[config.mk]
export PLATFORM = sky130hd
export DESIGN_NAME = rps_auto_player_flat
export DESIGN_NICKNAME = d
export VERILOG_FILES = /design/src/rtl/rps_auto_player_pkg.sv /design/src/rtl/rps_auto_player_if.sv /design/src/rtl/rps_auto_player_move_gen.sv /design/src/rtl/rps_auto_player.sv /design/src/flat_wrapper.sv
export SDC_FILE = /design/constraint.sdc
export NUM_CORES = 1
export LEC_CHECK = 0
export BUFFER_PORTS_ARGS = -buffer_cell sky130_fd_sc_hd__buf_2
export CORE_UTILIZATION = 55
export CTS_CLUSTER_SIZE = 12
export DETAILED_ROUTE_END_ITERATION = 10
export PLACE_DENSITY = 0.78
export SKIP_CTS_REPAIR_TIMING = 1
export SYNTH_ARGS = -nofsm -noshare
export SYNTH_HDL_FRONTEND = slang
export SYNTH_SLANG_ARGS = --single-unit
[constraint.sdc]
create_clock -name clk -period 2 [get_ports clk]
set_input_delay 0.4 -clock clk [delete_from_list [all_inputs] [get_ports clk]]
set_output_delay 0.4 -clock clk [all_outputs]
set_load 0.02 [all_outputs]
[src/rtl/rps_auto_player_pkg.sv]
// Shared types for the rock-paper-scissors auto player: move and FSM state enums
// plus the move-to-pin encoder.
package rps_env_pkg;

  typedef enum logic [1:0] {
    MOVE_R,
    MOVE_P,
    MOVE_S
  } rps_move_t;

  typedef enum logic [2:0] {
    IDLE,
    ISSUE,
    WAIT_BUSY,
    WAIT_IDLE,
    DONE
  } rps_player_state_t;

  // Pin order is {r, p, s}.
  function automatic logic [2:0] move_to_onehot(rps_move_t m);
    case (m)
      MOVE_R:  return 3'b100;
      MOVE_P:  return 3'b010;
      MOVE_S:  return 3'b001;
      default: return 3'b000;
    endcase
  endfunction

endpackage

[src/rtl/rps_auto_player_if.sv]
// Player-side pin bundle toward rps_dut: one-hot move lines, go strobe,
// round score and the DUT busy flag.
interface rps_auto_player_if;
  logic r;
  logic p;
  logic s;
  logic go;
  logic score;
  logic dut_busy;

  modport master (output r, p, s, go, input score, dut_busy);
  modport slave  (input r, p, s, go, output score, dut_busy);
endinterface

[src/rtl/rps_auto_player_move_gen.sv]
// Move source for the auto player. Define RPS_LFSR_EN for an 8-bit Fibonacci
// LFSR (x^8+x^6+x^5+x^4+1); otherwise a fixed R,P,S rotation.
module rps_move_gen
  import rps_env_pkg::*;
#(
  parameter logic [7:0] SEED = 8'hA5
) (
  input  logic      clk,
  input  logic      rst,
  input  logic      reload,
  input  logic      step,
  output rps_move_t move
);

`ifdef RPS_LFSR_EN
  logic [7:0] lfsr_q, lfsr_d;

  always_comb begin
    lfsr_d = lfsr_q;
    if (reload) begin
      lfsr_d = SEED;
    end else if (step) begin
      lfsr_d = {lfsr_q[6:0], lfsr_q[7] ^ lfsr_q[5] ^ lfsr_q[4] ^ lfsr_q[3]};
    end
  end

  always_ff @(posedge clk) begin
    if (rst) begin
      lfsr_q <= SEED;
    end else begin
      lfsr_q <= lfsr_d;
    end
  end

  // The current register value is the move; it advances only after a go.
  assign move = rps_move_t'(2'(lfsr_q % 8'd3));
`else
  rps_move_t rot_q, rot_d;

  always_comb begin
    rot_d = rot_q;
    if (reload) begin
      rot_d = MOVE_R;
    end else if (step) begin
      case (rot_q)
        MOVE_R:  rot_d = MOVE_P;
        MOVE_P:  rot_d = MOVE_S;
        default: rot_d = MOVE_R;
      endcase
    end
  end

  always_ff @(posedge clk) begin
    if (rst) begin
      rot_q <= MOVE_R;
    end else begin
      rot_q <= rot_d;
    end
  end

  assign move = rot_q;
`endif

endmodule

[src/rtl/rps_auto_player.sv]
// Hardware rock-paper-scissors player driving one rps_dut port: issues moves under
// the dut_busy handshake and tallies games/wins. Move source selected by RPS_LFSR_EN.
module rps_auto_player
  import rps_env_pkg::*;
#(
  parameter int unsigned NUM_GAMES = 16,
  parameter int unsigned CNT_W     = 8,
  parameter int unsigned TIMEOUT   = 64,
  parameter logic [7:0]  SEED      = 8'hA5
) (
  input  logic               clk,
  input  logic               rst,
  input  logic               start,
  rps_auto_player_if.master  bus,
  output logic [CNT_W-1:0]   games,
  output logic [CNT_W-1:0]   wins,
  output logic               done,
  output logic               timeout_err
);

  localparam int unsigned TMR_W = $clog2(TIMEOUT + 1);

  rps_player_state_t state_q, state_d;
  logic [CNT_W-1:0]  games_q, games_d;
  logic [CNT_W-1:0]  wins_q, wins_d;
  logic [TMR_W-1:0]  timer_q, timer_d;
  logic              timeoutErr_q, timeoutErr_d;
  logic [2:0]        heldMove_q, heldMove_d;

  logic      startAccept;
  logic      issueGo;
  logic      roundEnd;
  logic      timeoutHit;
  logic      lastGame;
  rps_move_t nextMove;

  assign startAccept = start && ((state_q == IDLE) || (state_q == DONE));
  assign issueGo     = (state_q == ISSUE) && !bus.dut_busy;
  assign roundEnd    = (state_q == WAIT_IDLE) && !bus.dut_busy;
  assign timeoutHit  = (state_q == WAIT_BUSY) && !bus.dut_busy &&
                       ((32'(timer_q) + 32'd1) >= TIMEOUT);
  assign lastGame    = (games_q + CNT_W'(1)) == CNT_W'(NUM_GAMES);

  rps_move_gen #(.SEED(SEED)) u_move_gen (
    .clk    (clk),
    .rst    (rst),
    .reload (startAccept),
    .step   (issueGo),
    .move   (nextMove)
  );

  always_ff @(posedge clk) begin
    if (rst) begin
      state_q      <= IDLE;
      games_q      <= '0;
      wins_q       <= '0;
      timer_q      <= '0;
      timeoutErr_q <= 1'b0;
      heldMove_q   <= '0;
    end else begin
      state_q      <= state_d;
      games_q      <= games_d;
      wins_q       <= wins_d;
      timer_q      <= timer_d;
      timeoutErr_q <= timeoutErr_d;
      heldMove_q   <= heldMove_d;
    end
  end

  always_comb begin
    state_d = state_q;
    case (state_q)
      IDLE, DONE: if (start) state_d = ISSUE;
      ISSUE:      if (!bus.dut_busy) state_d = WAIT_BUSY;
      WAIT_BUSY: begin
        if (bus.dut_busy) begin
          state_d = WAIT_IDLE;
        end else if (timeoutHit) begin
          state_d = DONE;
        end
      end
      WAIT_IDLE:  if (!bus.dut_busy) state_d = lastGame ? DONE : ISSUE;
      default:    state_d = IDLE;
    endcase
  end

  // timer_q counts cycles elapsed since the go that opened the current round.
  always_comb begin
    games_d      = games_q;
    wins_d       = wins_q;
    timer_d      = timer_q;
    timeoutErr_d = timeoutErr_q;
    heldMove_d   = heldMove_q;
    if (startAccept) begin
      games_d      = '0;
      wins_d       = '0;
      timeoutErr_d = 1'b0;
      heldMove_d   = '0;
    end
    if (issueGo) begin
      heldMove_d = move_to_onehot(nextMove);
      timer_d    = TMR_W'(1);
    end
    if (state_q == WAIT_BUSY) begin
      timer_d = timer_q + TMR_W'(1);
    end
    if (timeoutHit) begin
      timeoutErr_d = 1'b1;
      heldMove_d   = '0;
    end
    if (roundEnd) begin
      games_d    = games_q + CNT_W'(1);
      wins_d     = wins_q + CNT_W'(bus.score);
      heldMove_d = '0;
    end
  end

  always_comb begin
    bus.go = issueGo;
    {bus.r, bus.p, bus.s} = issueGo ? move_to_onehot(nextMove) : heldMove_q;
  end

  assign games       = games_q;
  assign wins        = wins_q;
  assign done        = (state_q == DONE);
  assign timeout_err = timeoutErr_q;

endmodule

[src/flat_wrapper.sv]
// flat-port wrapper written by rule: the top's interface ports become plain ports
module rps_auto_player_flat import rps_env_pkg::*;
#(
  parameter int unsigned NUM_GAMES = 16,
  parameter int unsigned CNT_W     = 8,
  parameter int unsigned TIMEOUT   = 64,
  parameter logic [7:0]  SEED      = 8'hA5
)
  (clk, rst, start, games, wins, done, timeout_err, bus_r, bus_p, bus_s, bus_go, bus_score, bus_dut_busy);
  rps_auto_player_if bus_i ();
  input  logic clk;
  input  logic rst;
  input  logic start;
  output logic [CNT_W-1:0] games;
  output logic [CNT_W-1:0] wins;
  output logic done;
  output logic timeout_err;
  output wire logic [$bits(bus_i.r)-1:0] bus_r;
  output wire logic [$bits(bus_i.p)-1:0] bus_p;
  output wire logic [$bits(bus_i.s)-1:0] bus_s;
  output wire logic [$bits(bus_i.go)-1:0] bus_go;
  input wire logic [$bits(bus_i.score)-1:0] bus_score;
  input wire logic [$bits(bus_i.dut_busy)-1:0] bus_dut_busy;
  assign bus_r = bus_i.r;
  assign bus_p = bus_i.p;
  assign bus_s = bus_i.s;
  assign bus_go = bus_i.go;
  assign bus_i.score = bus_score;
  assign bus_i.dut_busy = bus_dut_busy;
  rps_auto_player #(.NUM_GAMES(NUM_GAMES), .CNT_W(CNT_W), .TIMEOUT(TIMEOUT), .SEED(SEED)) u_core (.clk(clk), .rst(rst), .start(start), .bus(bus_i), .games(games), .wins(wins), .done(done), .timeout_err(timeout_err));
endmodule
# After elaboration in Yosys (flattened, before gate mapping)
# Cells that the tools add are included.
op_classes:
  addsub: 4
  magnitude_cmp: 1
  muxes: 19
  eq_ne: 11
  reduce_logical: 17
ops:
  columns: ["operator", "count"]
  rows:
  - ["$ge 32x7->1 const B", 1]
  - ["$mux 3", 9]
  - ["$mux 8", 3]
  - ["$mux 7", 2]
  - ["$pmux 3 s4", 1]
  - ["$pmux 3 s3", 1]
  - ["$add 7x1->8 const B", 1]
  - ["$add 8x1->8", 1]
  - ["$add 8x1->8 const B", 1]
  - ["$eq 8x5->1 const B", 1]
  - ["$reduce_bool 2->1", 4]
  - ["$add 7x1->7 const B", 1]
  - ["$eq 3x2->1 const B", 2]
  - ["$ne 2x2->1 const B", 3]
  - ["$logic_and 1x1->1", 5]
  - ["$pmux 2 s2", 1]
  - ["$reduce_and 4->1", 1]
  - ["$reduce_or 2->1", 2]
  - ["$eq 3x1->1 const B", 1]
  - ["$eq 3x3->1 const B", 1]
  - ["$logic_not 3->1", 1]
  - ["$ne 3x2->1 const B", 1]
  - ["$reduce_or 3->1", 1]
  - ["$eq 2x1->1 const B", 1]
  - ["other kinds (5)", 6]
totals:
  input_bits: 5
  regBits: 32
  out_inout_bits: 22

# Longest topological paths before layout
# Gate-level depths: netlist of the first run.
logic_depth:
  depth_word: 6
  mapped_depth: 8

# Cells and area by module
# From an unflattened synthesis of the first run, not the netlist that was laid out.
unflattened:
  cells_unflattened: 203
  area_unflattened_um2: 1660.3
by_module_without_submodules:
  columns: ["mod", "area_each_um2", "n_inst", "cells_per_inst", "seq_area_each_um2"]
  rows:
  - ["rps_auto_player", 1571.5, 1, 195, 600.6]
  - ["rps_move_gen", 88.8, 1, 8, 40.0]

# Least setup slack after synthesis of the first run
# OpenSTA, ideal clock, no wires.
synth_timing:
  path_type: "reg-to-output"
  startpoint: "register u_core.state_q[2]"
  endpoint: "output port bus_p"
  path_buffers: 2
  path_slack_ps: 64
  path_stages_with_launch: 7
  arrival_time_ps: 1536
  cell_sequence: "dfxtp_1 > buf_2 > or4b_1 > buf_2 > inv_2 > nand3b_1 > nand2_1"
synth_between:
  elab_chain_len: 3
synth_rtl:
  columns: ["element", "line", "source"]
  rows:
  - ["start: declaration", "rps_auto_player.sv:23", "rps_player_state_t state_q, state_d;"]
  - ["start signal: assignment", "rps_auto_player.sv:61", "state_q <= state_d;"]
  - ["$eq 3x1->1", "rps_auto_player.sv:38", "assign issueGo = (state_q == ISSUE) && !bus.dut_busy;"]
  - ["$logic_and 1x1->1", "rps_auto_player.sv:38", null]
  - ["via bus_go", "flat_wrapper.sv:21", "output wire logic [$bits(bus_i.go)-1:0] bus_go;"]
  - ["$mux 3", "rps_auto_player.sv:120", "{bus.r, bus.p, bus.s} = issueGo ? move_to_onehot(nextMove) : heldMove_q;"]
  - ["end: declaration", "flat_wrapper.sv:19", "output wire logic [$bits(bus_i.p)-1:0] bus_p;"]
# The timed path passes the listed nets, and every way through them passes these cells.

# Worst setup path after layout of the first run
layout_timing:
  startpoint: "register u_core.state_q[2]"
  endpoint: "output port bus_r"
layout_between:
  elab_chain_len: 3
layout_rtl:
  columns: ["element", "line", "source"]
  rows:
  - ["$eq 3x1->1", "rps_auto_player.sv:38", null]
  - ["$logic_and 1x1->1", "rps_auto_player.sv:38", null]
  - ["$mux 3", "rps_auto_player.sv:120", null]
  - ["end: declaration", "flat_wrapper.sv:18", "output wire logic [$bits(bus_i.r)-1:0] bus_r;"]
# No other way between the ends.

==> impl_results.md, run 1 <==
- DPL Wire Length: 2770 microns
- CP endpoint kind: output pin
- Failing checks: DRC, setup timing
- Outcome: finished, violations left
- Placer Congestion: 0.874
- Die Wd: 57.1 microns
- Critical path's slowest cell: or4b_4
- Largest delay share family, worst path: simple AND/OR/NAND/NOR gates
- Synthesis-to-finish area growth: 22.1%
- TritonCTS Buffers: 5
- Syn Std Cell Area: 0.00167 sq mm
- Hold path depth: 4
- Max clock buf depth: 2
- Max-slew violation count: 0
- Startpoint types: flip-flop
- Synthesis-stage register bit count: 32
- WP buf/inv: 1
- Final setup viols: 3
- Ant diodes: 0
- Share of cells above drive strength 1: 26.4%
- Die H: 57.1 microns
- Slew margin rel.: 63.6%
- Via count: 1639
- Number of synthesized flops with an enable pin: 0
- Critical-path cell list: or4b_4 > or3_4 > nand2_2 > buf_6
- Worst setup path category: reg2out
- Peak VDD IR: 533 uV
- HP Class: in2reg
- Average wire per standard cell: 14.6 microns
- CTS tree: built
- Final min period: 2150 ps
- Dpl ws: -24.7 ps
- Total power: 1310 uW
- LEAKAGE: 0.000846 uW
- Total track usage: 25.8%
- Post-synth ARST share: 0%
- Buffers on Ports: 26
- IO Pins: 27
- R2R cell count: 6
- Post-synth cell types: 49
- DR iter-0 viols: 97
- Setup TNS Final: -416 ps
- Top_reg_cell synth: dfxtp_1
- Mapped Cells: 204
- Layout Nets: 251
- Sequential cell area fraction in the yosys report: 38.4%
- Syn Area/Cell: 8.18 sq um
- H-tree levels: 2
- Commonest non-fill, non-tap cell in the layout: nor2_1
- Reg2Reg Setup Slack: 120 ps
- CP Depth: 4
- Largest net degree at the start of global routing: 22
- Most frequent cells in the layout: nor2_1, dfxtp_1, buf_2, nand2_1, a21oi_1
- DRC: 2
- Synth warn: 0
- Power density cells: 641 mW/mm^2
- Storage element area: 643 sq um
- Clk_lat worst skew: 350 ps
- Routed Antenna Nets: 0
- Clk_skew: 8.10 ps
- Via/cell ratio: 6.00
- Tcrit/Tclk final: 108%
- DR pass1 iterations: 7
- Clock edge transition at the registers on the reported setup and hold paths: 100 ps
- Mapped Nets: 214
- CTS Root Buffer Type: clkbuf_4
- RSZ-0062 raised after global routing: true
- Arrival @ worst endpoint: 1750 ps
- CP Max Fanout: 3
- Max Freq: 465 MHz
- CTS sink count: 32
- Number of global-route vias before repair: 1486
- Rows: 19
- GR Overflow Total: 0
- Fin Hold WS: 441 ps
- Final hold viol count: 0
- First-pass GRT wire length: 6510 microns
- Max Cap Viol: 0
- WP data required: 1600 ps
- Fillcell total: 214
- Worst stage delay on the critical path: 530 ps
- Core area: 0.00281 sq mm
- Routed WL: 3980 microns
- Worst Tran Pin Value: 545 ps
- Starting Density: 59.5%
- Fin worst setup slack: -152 ps
- Multi-input gate area in the final layout: 980 sq um
- Die Area: 0.00326 sq mm
- Initial antenna violation count: 0
cell usage after synthesis, types with 2 or more instances:
cell | number | area share, %
nand3_1 | 10 | 3.0
buf_2 | 8 | 2.4
dfxtp_1 | 32 | 38
and3_1 | 3 | 1.1
nand3b_1 | 3 | 1.4
a21oi_1 | 17 | 5.1
o21ai_0 | 5 | 1.5
mux2_1 | 2 | 1.4
xor2_1 | 4 | 2.1
nor3_1 | 3 | 0.90
nor2_1 | 33 | 7.4
or4_1 | 2 | 0.90
a22oi_1 | 6 | 2.7
clkbuf_1 | 3 | 0.68
a32oi_1 | 2 | 1.1
mux2_2 | 2 | 1.4
nor2b_1 | 2 | 0.75
nand2b_1 | 2 | 0.75
a211oi_1 | 7 | 3.2
or4b_1 | 3 | 1.8
nand2_1 | 21 | 4.7
ha_1 | 5 | 3.8
nand4_1 | 3 | 1.1
where the power goes:
part	total [uW]	switching [uW]	internal, uW
clock	499	237	262
combinational	151	90.4	61.0
sequential	654	7.93	647
total	1310	336	969
worst paths after layout:
kind | from | end
setup / recovery | u_core.state_q[2] | bus_r
hold / removal | bus_score | u_core.wins[0]
setup reg to reg | u_core.timer_q[0] | u_core.heldMove_q[2]
hold reg to reg | u_core.heldMove_q[2] | u_core.heldMove_q[2]
worst min-delay path: stages:
cell	delay, ps
buf_2	90
ha_1	120
a22oi_1	70
nor2_1	80
sequential cells by signal, summed over array words and instances, names as in the netlist:
| name | count |
|---|---|
| u_core.games | 8 |
| u_core.wins | 8 |
| u_core.heldMove_q | 3 |
| u_core.timeout_err | 1 |
| u_core.timer_q | 7 |
| u_core.u_move_gen.move | 2 |
| u_core.state_q | 3 |
area by class of cell:
class                      instances  area share (%)
clock buffer                       6            2.03
clock inverter                     2            1.72
inverter                           2           0.492
multi-input combinational        158            48.1
sequential                        32            31.6
tap                               31            1.91
timing repair buffer              42            14.1
per-stage QoR:
step / area, sq um / utilization (%) / instances
4_1_cts: 1980 / 70.6 / 272
6_report: 2040 / 72.6 / 273
3_5_place_dp: 1900 / 67.8 / 264
3_3_place_gp: 1900 / 67.8 / 264
2_1_floorplan: 1670 / - / 204
5_1_grt: 2040 / 72.6 / 273
metal layers:
layer	track usage, %	part of all wire, %	vias to the layer above
li1	-	-	809
met1	30.0	42	766
met2	43.7	49	54
met3	5.67	6.0	10
met4	15.0	2.2	0
met5	0	0	-
kinds of logic after synthesis:
group           count (synthesis)  synth area share (%)
mux                             4                  2.70
simple gates                   94                  28.1
fa+ha+maj                       5                  3.75
flops                          32                  38.4
buf+inv                        14                  3.98
compound gates                 50                  20.4
xor+xnor                        5                  2.63
Note: power is estimated with default switching activity, not from simulation.
==> run 2, diff against run 1 <==
--- a/config.mk
+++ b/config.mk
@@ -10,7 +10,9 @@
 export CTS_CLUSTER_SIZE = 12
 export DETAILED_ROUTE_END_ITERATION = 10
 export PLACE_DENSITY = 0.78
+export RECOVER_POWER = 50
 export SKIP_CTS_REPAIR_TIMING = 1
 export SYNTH_ARGS = -nofsm -noshare
 export SYNTH_HDL_FRONTEND = slang
+export SYNTH_HIERARCHICAL = 1
 export SYNTH_SLANG_ARGS = --single-unit
==> run 2 against run 1 <==
  * The flow still finishes with violations (DRC, setup timing)
  * Clock power shrank 33%
  * Synthesized cell count shrank 0.49%
  * Synthesized area down 0.45%
  * Core utilization is 4.1 points lower
  * Largest cell class unchanged
==> impl_results.md, run 2 <==
- Outcome: finished, violations left
- Failing checks: DRC, setup timing
- Placer Congestion: 0.801
- Routed Antenna Nets: 0
- IO Pins: 27
- TritonCTS Buffers: 5
- Initial antenna violation count: 0
- Die Area: 0.00324 sq mm
- Mapped Nets: 213
- WP data required: 1600 ps
- Ant diodes: 0
- Synthesis-to-finish area growth: 15.6%
- Via/cell ratio: 5.95
- Dpl cell area: 0.00185 sq mm
- Syn Std Cell Area: 0.00166 sq mm
- Routed WL: 3660 microns
- WP buf/inv: 2
- Post-synth cell types: 46
- HP Class: in2reg
- Commonest non-fill, non-tap cell in the layout: nor2_1
- Top-count cell post-synth: nor2_1
- Share of the core filled with cells: 68.4%
- Share of cells above drive strength 1: 17.7%
- Number of global-route vias before repair: 1503
- Arrival @ worst endpoint: 1670 ps
- Largest delay share family, worst path: simple AND/OR/NAND/NOR gates
- Worst stage delay on the critical path: 540 ps
- CP Max Fanout: 7
- Worst setup path category: reg2out
- Via count: 1595
- Critical-path cell list: or4b_4 > inv_4 > nand3b_1 > nand2_1 > buf_6
- GR Overflow Total: 0
- CTS tree: built
- DPL Wire Length: 2590 microns
- H-tree levels: 2
- RSZ-0062 raised after global routing: true
- Post-synth top cells: nor2_1, dfxtp_1, a21oi_1
- Global routing usage on met2: 42.5%
- Power density cells: 587 mW/mm^2
- Core area: 0.00281 sq mm
- Startpoint types: flip-flop
- Peak VDD IR: 423 uV
- Syn Area/Cell: 8.18 sq um
- Number of synthesized flops with an enable pin: 0
- Max Cap Viol: 0
- Critical path's slowest cell: or4b_4
- CTS Root Buffer Type: clkbuf_4
- Fin worst setup slack: -74.0 ps
- Buffers on Ports: 26
- Synthesis-stage register bit count: 32
- Most frequent cells in the layout: nor2_1, dfxtp_1, a21oi_1, clkbuf_1, nand2_1
- Cell taking the most area after synthesis: dfxtp_1
- Starting Density: 59.2%
- Layout Nets: 247
- Max clock buf depth: 2
- Top_reg_cell synth: dfxtp_1
- Post-synth top area share: 38.6%
- Max Freq: 482 MHz
- Sequential cell area fraction in the yosys report: 38.6%
- Met1 Track Usage GR: 29.6%
- Final min period: 2070 ps
- Gr busiest metal: met2
- Clk_skew: 2.75 ps
- Clk_lat worst skew: 330 ps
- LEAKAGE: 0.000726 uW
- Average wire per standard cell: 13.7 microns
- Dpl ws: -6.53 ps
- Tcrit/Tclk final: 104%
- Mapped Cells: 203
- Final hold viol count: 0
- DR iter-0 viols: 94
- Post-route cell area: 0.00192 sq mm
- Worst Tran Pin Value: 554 ps
- Final setup viols: 3
- First-pass GRT wire length: 6400 microns
- CTS sink count: 32
- Max-slew violation count: 0
- Post-synth ARST share: 0%
- Rows: 19
- Die Wd: 56.9 microns
- DR pass1 iterations: 7
- DRC: 4
- Largest net degree at the start of global routing: 30
- Clock edge transition at the registers on the reported setup and hold paths: 90 ps
- Most area-consuming cells after synthesis: dfxtp_1, nor2_1, a21oi_1
- Total track usage: 25.4%
- Slew margin rel.: 63.1%
- Synth warn: 6
- Met3 Track Usage GR: 5.67%
- CP endpoint kind: output pin
- Die H: 56.9 microns
- Fin Hold WS: 429 ps
- Total power: 1130 uW
-- run 2: changes by cell type after synthesis, sizes merged, moves of 3 or more --
cell,delta
a21oi,+4
buf,-3
mux2,-3
nand2,-7
nor3b,+3
or2,+3
xnor2,+3
-- run 2: area by class of cell --
| class | instances | area (sq um) |
|---|---|---|
| Inverter | 4 | 17.5 |
| Fill cell | 246 | 886 |
| Multi-Input combinational cell | 157 | 967 |
| Sequential cell | 32 | 646 |
| Timing Repair Buffer | 37 | 204 |
| Clock buffer | 6 | 41.3 |
| Clock inverter | 1 | 5.00 |
| Tap cell | 31 | 38.8 |
-- run 2: final timing paths --
kind | from | endpoint | slack (ps) | depth (start not counted)
worst max-delay path | u_core/state_q[0] | bus_p | -70 | 5
worst min-delay path | start | u_core/state_q[2] | 430 | 4
worst max register to register | u_core/timer_q[0] | u_core/heldMove_q[0] | 110 | 6
worst min register to register | u_core/heldMove_q[1] | u_core/heldMove_q[1] | 500 | 2
-- run 2: logic make-up (layout without fill, tap and decap cells) --
logic type	count (synthesis)	count (layout)	share of synthesized area, %
multiplexers	2	2	1.28
flip-flops	32	32	38.6
AO/OA/AOI/OAI	49	49	18.7
XOR/XNOR	6	6	3.17
AND/OR/NAND/NOR	95	95	30.5
adder cells (fa/ha/maj)	5	5	3.77
buffers and inverters	14	48	3.99
-- run 2: metrics by stage --
stage               instances  setup TNS, ps
global placement          259              0
finish                    268           -197
CTS                       266          -1000
global route              268           -425
detailed placement        259          -6.53
floorplan                 203              0
-- run 2: report_power, final --
group | switching (uW) | total, uW | internal (uW)
combinational | 83.0 | 136 | 52.7
clock | 204 | 333 | 129
sequential | 11.4 | 658 | 646
total | 299 | 1130 | 828
-- run 2: routing by layer --
metal | up-vias | routed length [microns]
li1 | 789 | -
met1 | 762 | 1590
met2 | 38 | 1870
met3 | 6 | 151
met4 | 0 | 48
met5 | - | 0
-- run 2: worst min-delay path, stage by stage --
cell and delay [ps]:
buf_2 110, inv_1 50, a21oi_1 60, a21oi_1 110
